<file path="src/rtl/data_mem_arbiter_pkg.sv">
// Shared widths, grant-select encoding and the byte-lane helper for the data memory arbiter.
package data_mem_arbiter_pkg;

    localparam int CPU_WIDTH = 32;
    localparam int BE_W      = 4;
    localparam int CNT_W     = 4;

    typedef enum logic [1:0] {
        SEL_NONE = 2'd0,
        SEL_M0   = 2'd1,
        SEL_M1   = 2'd2
    } sel_e;

    function automatic logic [7:0] lane_pick(input logic take_new,
                                             input logic [7:0] new_b,
                                             input logic [7:0] old_b);
        lane_pick = take_new ? new_b : old_b;
    endfunction

endpackage

</file>
<file path="src/rtl/data_mem_arbiter_be_merge.sv">
// Combinational byte-lane merge: enabled lanes take the store data, the rest keep the old word.
module data_mem_arbiter_be_merge
    import data_mem_arbiter_pkg::*;
#(
    parameter int DW = CPU_WIDTH
) (
    input  logic [DW-1:0]   old_i,
    input  logic [DW-1:0]   new_i,
    input  logic [BE_W-1:0] be_i,
    output logic [DW-1:0]   merged_o
);

    // Lane-by-lane select between the current memory word and the store data.
    always_comb begin
        merged_o = old_i;
        for (int i = 0; i < BE_W; i++) begin
            merged_o[8*i +: 8] = lane_pick(be_i[i], new_i[8*i +: 8], old_i[8*i +: 8]);
        end
    end

endmodule

</file>
<file path="src/rtl/data_mem_arbiter.sv">
// Two-master arbiter for the single-port data memory: m0 has priority, m1 is starvation-protected,
// sub-word stores are merged read-modify-write in one cycle, responses are registered.
module data_mem_arbiter
    import data_mem_arbiter_pkg::*;
#(
    parameter int DW           = CPU_WIDTH,
    parameter int STARVE_LIMIT = 3
) (
    input  logic            clk,
    input  logic            rst,

    input  logic            m0_req_i,
    input  logic            m0_we_i,
    input  logic [DW-1:0]   m0_addr_i,
    input  logic [DW-1:0]   m0_wdata_i,
    input  logic [BE_W-1:0] m0_be_i,
    output logic            m0_gnt_o,
    output logic            m0_rvalid_o,
    output logic [DW-1:0]   m0_rdata_o,

    input  logic            m1_req_i,
    input  logic            m1_we_i,
    input  logic [DW-1:0]   m1_addr_i,
    input  logic [DW-1:0]   m1_wdata_i,
    input  logic [BE_W-1:0] m1_be_i,
    output logic            m1_gnt_o,
    output logic            m1_rvalid_o,
    output logic [DW-1:0]   m1_rdata_o,

    output logic [DW-1:0]   mem_addr_o,
    output logic            mem_wr_en_o,
    output logic [DW-1:0]   mem_data_o,
    input  logic [DW-1:0]   mem_data_i
);

    localparam logic [CNT_W-1:0] LIMIT_C = CNT_W'(STARVE_LIMIT);

    sel_e             sel_s;
    logic             sel_we_s;
    logic [DW-1:0]    sel_wdata_s;
    logic [BE_W-1:0]  sel_be_s;

    logic [CNT_W-1:0] starve_cnt_q, starve_cnt_d;
    logic             m0_rvalid_q, m0_rvalid_d;
    logic             m1_rvalid_q, m1_rvalid_d;
    logic [DW-1:0]    m0_rdata_q, m0_rdata_d;
    logic [DW-1:0]    m1_rdata_q, m1_rdata_d;

    // Arbitration: m1 wins when alone or once its denial run has reached the limit.
    always_comb begin
        sel_s = SEL_NONE;
        if (rst) begin
            sel_s = SEL_NONE;
        end else if (m1_req_i && (!m0_req_i || (starve_cnt_q == LIMIT_C))) begin
            sel_s = SEL_M1;
        end else if (m0_req_i) begin
            sel_s = SEL_M0;
        end else begin
            sel_s = SEL_NONE;
        end
    end

    // Granted-path mux; with no grant the memory still sees the m0 address.
    always_comb begin
        sel_we_s    = m0_we_i;
        sel_wdata_s = m0_wdata_i;
        sel_be_s    = m0_be_i;
        mem_addr_o  = m0_addr_i;
        case (sel_s)
            SEL_M1: begin
                sel_we_s    = m1_we_i;
                sel_wdata_s = m1_wdata_i;
                sel_be_s    = m1_be_i;
                mem_addr_o  = m1_addr_i;
            end
            default: begin
                sel_we_s    = m0_we_i;
                sel_wdata_s = m0_wdata_i;
                sel_be_s    = m0_be_i;
                mem_addr_o  = m0_addr_i;
            end
        endcase
        m0_gnt_o    = (sel_s == SEL_M0);
        m1_gnt_o    = (sel_s == SEL_M1);
        mem_wr_en_o = (sel_s != SEL_NONE) && sel_we_s && (sel_be_s != 4'b0000);
    end

    data_mem_arbiter_be_merge #(
        .DW(DW)
    ) u_be_merge (
        .old_i    (mem_data_i),
        .new_i    (sel_wdata_s),
        .be_i     (sel_be_s),
        .merged_o (mem_data_o)
    );

    // Starvation counter and response capture; rdata only changes on an accept.
    always_comb begin
        starve_cnt_d = starve_cnt_q;
        if (!m1_req_i || (sel_s == SEL_M1)) begin
            starve_cnt_d = 4'd0;
        end else if (starve_cnt_q < LIMIT_C) begin
            starve_cnt_d = starve_cnt_q + 4'd1;
        end else begin
            starve_cnt_d = starve_cnt_q;
        end

        m0_rvalid_d = (sel_s == SEL_M0);
        m1_rvalid_d = (sel_s == SEL_M1);
        m0_rdata_d  = m0_rdata_q;
        m1_rdata_d  = m1_rdata_q;
        if (sel_s == SEL_M0) begin
            m0_rdata_d = m0_we_i ? '0 : mem_data_i;
        end else begin
            m0_rdata_d = m0_rdata_q;
        end
        if (sel_s == SEL_M1) begin
            m1_rdata_d = m1_we_i ? '0 : mem_data_i;
        end else begin
            m1_rdata_d = m1_rdata_q;
        end
    end

    // State registers; reset drops any pending response.
    always_ff @(posedge clk or posedge rst) begin
        if (rst) begin
            starve_cnt_q <= 4'd0;
            m0_rvalid_q  <= 1'b0;
            m1_rvalid_q  <= 1'b0;
            m0_rdata_q   <= '0;
            m1_rdata_q   <= '0;
        end else begin
            starve_cnt_q <= starve_cnt_d;
            m0_rvalid_q  <= m0_rvalid_d;
            m1_rvalid_q  <= m1_rvalid_d;
            m0_rdata_q   <= m0_rdata_d;
            m1_rdata_q   <= m1_rdata_d;
        end
    end

    assign m0_rvalid_o = m0_rvalid_q;
    assign m1_rvalid_o = m1_rvalid_q;
    assign m0_rdata_o  = m0_rdata_q;
    assign m1_rdata_o  = m1_rdata_q;

endmodule

</file>
<file path="config.mk">
export PLATFORM = sky130hd
export DESIGN_NAME = data_mem_arbiter
export DESIGN_NICKNAME = d
export VERILOG_FILES = /design/src/rtl/data_mem_arbiter_pkg.sv /design/src/rtl/data_mem_arbiter_be_merge.sv /design/src/rtl/data_mem_arbiter.sv
export SDC_FILE = /design/constraint.sdc
export NUM_CORES = 1
export LEC_CHECK = 0
export BUFFER_PORTS_ARGS = -buffer_cell sky130_fd_sc_hd__buf_2
export CORE_ASPECT_RATIO = 0.5
export CORE_MARGIN = 4
export CORE_UTILIZATION = 42
export CTS_CLUSTER_DIAMETER = 200
export DETAILED_ROUTE_END_ITERATION = 7
export GPL_TIMING_DRIVEN = 0
export PLACE_DENSITY = 0.86
export SLEW_MARGIN = 20
export SYNTH_ARGS = -nofsm -noshare
export SYNTH_HDL_FRONTEND = slang
export SYNTH_SLANG_ARGS = --single-unit
</file>
<file path="constraint.sdc">
create_clock -name clk -period 3.1 [get_ports clk]
set_clock_uncertainty 0.1 [all_clocks]
set_input_delay 0.465 -clock clk [delete_from_list [all_inputs] [get_ports clk]]
set_output_delay 0.465 -clock clk [all_outputs]
set_load 0.01 [all_outputs]
</file>
==> metrics.txt <==
status=complete, but fails checks; failing checks=DRC, setup timing; Area Overhead vs Synth=47.0%; Synth top area share=39.6%; hpwl dp=14300 um; Pre-antenna DRT Iters=8; max_slew headroom=59.2%; Max Fclk=0.321 GHz; #FFs+latches synth=70; Mapped Avg Cell Area=7.73 um^2; CTS tree=built; Starting Density=43.1%; Synth area leaders=dfrtp_1, nand2_1, nand3b_1; root buffer cell=clkbuf_16; fin cells=1036; FP Rows=26; maximum clock path buffer count=2; Ports=307; CP Data Arrival Time=2.55 ns; Setup crit start kind=flop; area leader, netlist=dfrtp_1; antenna violations before repair=0; max_cap viols=0; post-synthesis sequential area ratio=39.6%; routability congestion estimate=0.897; core area=0.0102 mm^2; Pins Over Slew Limit=0; worst setup margin=-0.0162 ns; layout cells sized above 1=39.5%; top-count cell post-synth=nand2_1; Cells after DPL=1019; clk_lat worst skew=0.34 ns; switch share=32.6%; CP Data Required Time=2.53 ns; Switch Pwr=0.981 mW; number of port buffers=306; unrepaired setup endpoints after global routing=true; final WL=18400 um; Via density=5.35; register share of total power=36.1%; Comb pwr share=28.9%; LEAKAGE=3.87 nW; Die Area=0.0123 mm^2; Worst R2R Path Depth=9; total global routing overflow=0; Worst Path Max Fanout=10; reg2reg start=starve_cnt_q[1]; Setup CP Type=flop to primary output; Cell variety after synth=30; Tcrit/Tclk final=101%; total CTS buffers=9; sequential cell area=0.00175 mm^2; first-pass GRT wire length=28200 um; Pwr Density=463 mW/mm^2; peak supply drop=0.287 mV; die width=153 um; # fillers=915; number of diodes=0; Mapped Area=0.00442 mm^2; Top FF cell, synth=dfrtp_1; dpl cell area=0.00615 mm^2; Detail Route Antenna Nets=0; final setup fails=1; CP startpoint=starve_cnt_q[0]; cts hold-fix bufs=0; asr flop ratio synth=100%; Synth warnings=0; CTS H-Tree Depth=3; Clock Pin Slew Worst Setup and Hold Paths=0.06 ns; Final min period=3.12 ns; Sink Count=70; Vias=5541; die height=80.5 um; syn nets=747; total power=3.01 mW; GR Util All Layers=28.8%; Design Area, Final=0.00650 mm^2; DR WL/cell=17.8 um; largest net degree at the start of global routing=40; Iter 0 DRT Violations=516; clock share of power=35.0%; Reg2Reg Setup Slack=0.71 ns; top cells by count, synth=nand2_1, dfrtp_1, nand3b_1, and3_1, inv_1; critical path endpoint category=primary output; vias in the first global route=5623; multi-input combinational cell area=0.00238 mm^2; HP Class=input pin to asynchronous set/reset pin; worst reg2reg endpoint=m1_rdata_o[17]; P_int=2.03 mW; Post-synth EDFFs=0; slew at the pin closest to its max-slew limit=0.612 ns; Hold Fails Final Rpt=0; Post-route DRC=2; Mapped Cells=572; NumNets Final=1066
## cell type report
type / count / share of cell area [%]
Buffer: 41 / 2.97
Clock buffer: 9 / 3.47
Clock inverter: 7 / 1.23
Inverter: 35 / 2.08
Multi-Input combinational cell: 426 / 36.6
Sequential cell: 70 / 27.0
Tap cell: 140 / 2.70
Timing Repair Buffer: 308 / 24.0
## placed cells by master (no fill, tap or decap), types with 2 or more instances in the layout
master,instances
inv_6,3
or3_1,4
nand2b_1,9
o221ai_2,3
clkinvlp_4,2
clkbuf_2,4
clkbuf_4,3
o221a_2,9
dfrtp_1,70
inv_1,33
clkbuf_16,9
and3_1,50
nand2_1,189
buf_2,312
clkbuf_1,24
nor2_1,27
a2111o_1,24
buf_1,2
nand3b_1,64
buf_6,2
o21ai_0,33
mux2i_1,2
## critical path, stage by stage (launching register included)
cell and delay (ns):
dfrtp_1 0.37, ha_2 0.20, or3b_1 0.37, a21o_1 0.21, buf_6 0.16, buf_6 0.15, and3_1 0.20, a2111o_1 0.40
buf_2 0.15
## repair_timing
item	CTS	global route
setup buffers	1	0
resized for setup	8	5
setup endpoints to repair	38	56
gates cloned	0	0
pin swaps	2	0
## registers in the layout (all words and copies together) (netlist names)
name          cells
m1_rdata_o       32
m1_rvalid_o       1
starve_cnt_q      4
m0_rdata_o       32
m0_rvalid_o       1
## power groups by stage
stage	registers, mW	clock network (mW)	logic [mW]
global route	1.10	1.11	0.951
floorplan	1.15	0	0.357
CTS	1.08	1.07	0.867
global placement	1.09	0	0.834
finish	1.09	1.05	0.869
detailed placement	1.10	0	0.854
## metal layers
layer	track usage [%]	routed length (um)	part of all wire (%)
met1	35.4	7440	40
met2	47.8	8770	48
met3	7.27	1510	8.2
met4	14.4	707	3.8
met5	0	0	0
## how the worst max path moves through the flow
stage | slack, ns | end
floorplan | 0.63 | mem_data_o[10]
global placement | -0.08 | m0_rdata_o[28]
detailed placement | 0.13 | mem_data_o[11]
CTS | 0.003 | mem_data_o[11]
global route | -0.11 | mem_data_o[27]
finish | -0.02 | mem_data_o[11]
## metrics by stage
stage | hold slack, ns | TNS, ns | util, % | worst slack [ns]
final | 0.0608 | -0.0162 | 63.4 | -0.0162
after global routing | 0.0848 | -1.75 | 63.4 | -0.107
after CTS | 0.0614 | 0 | 63.3 | 0.00307
after detailed placement | 0.350 | 0 | 60.0 | 0.129
after global placement | 0.346 | -5.16 | 59.8 | -0.0761
after floorplan | 0.390 | 0 | - | 0.630
## kinds of logic (layout without fill, tap and decap cells)
kind of cell               count (synthesis)  after routing  share of synthesized area, %
AOI/OAI and AO/OA                         73             73                          13.4
xor gates and xnor gates                   1              1                         0.198
adders and majority gates                  1              1                         0.283
buffers and inverters                     76            400                          7.05
DFF                                       70             70                          39.6
muxes                                      2              2                         0.453
and+or+nand+nor                          349            349                          39.0
No activity file was read; power rests on OpenSTA's default activity.
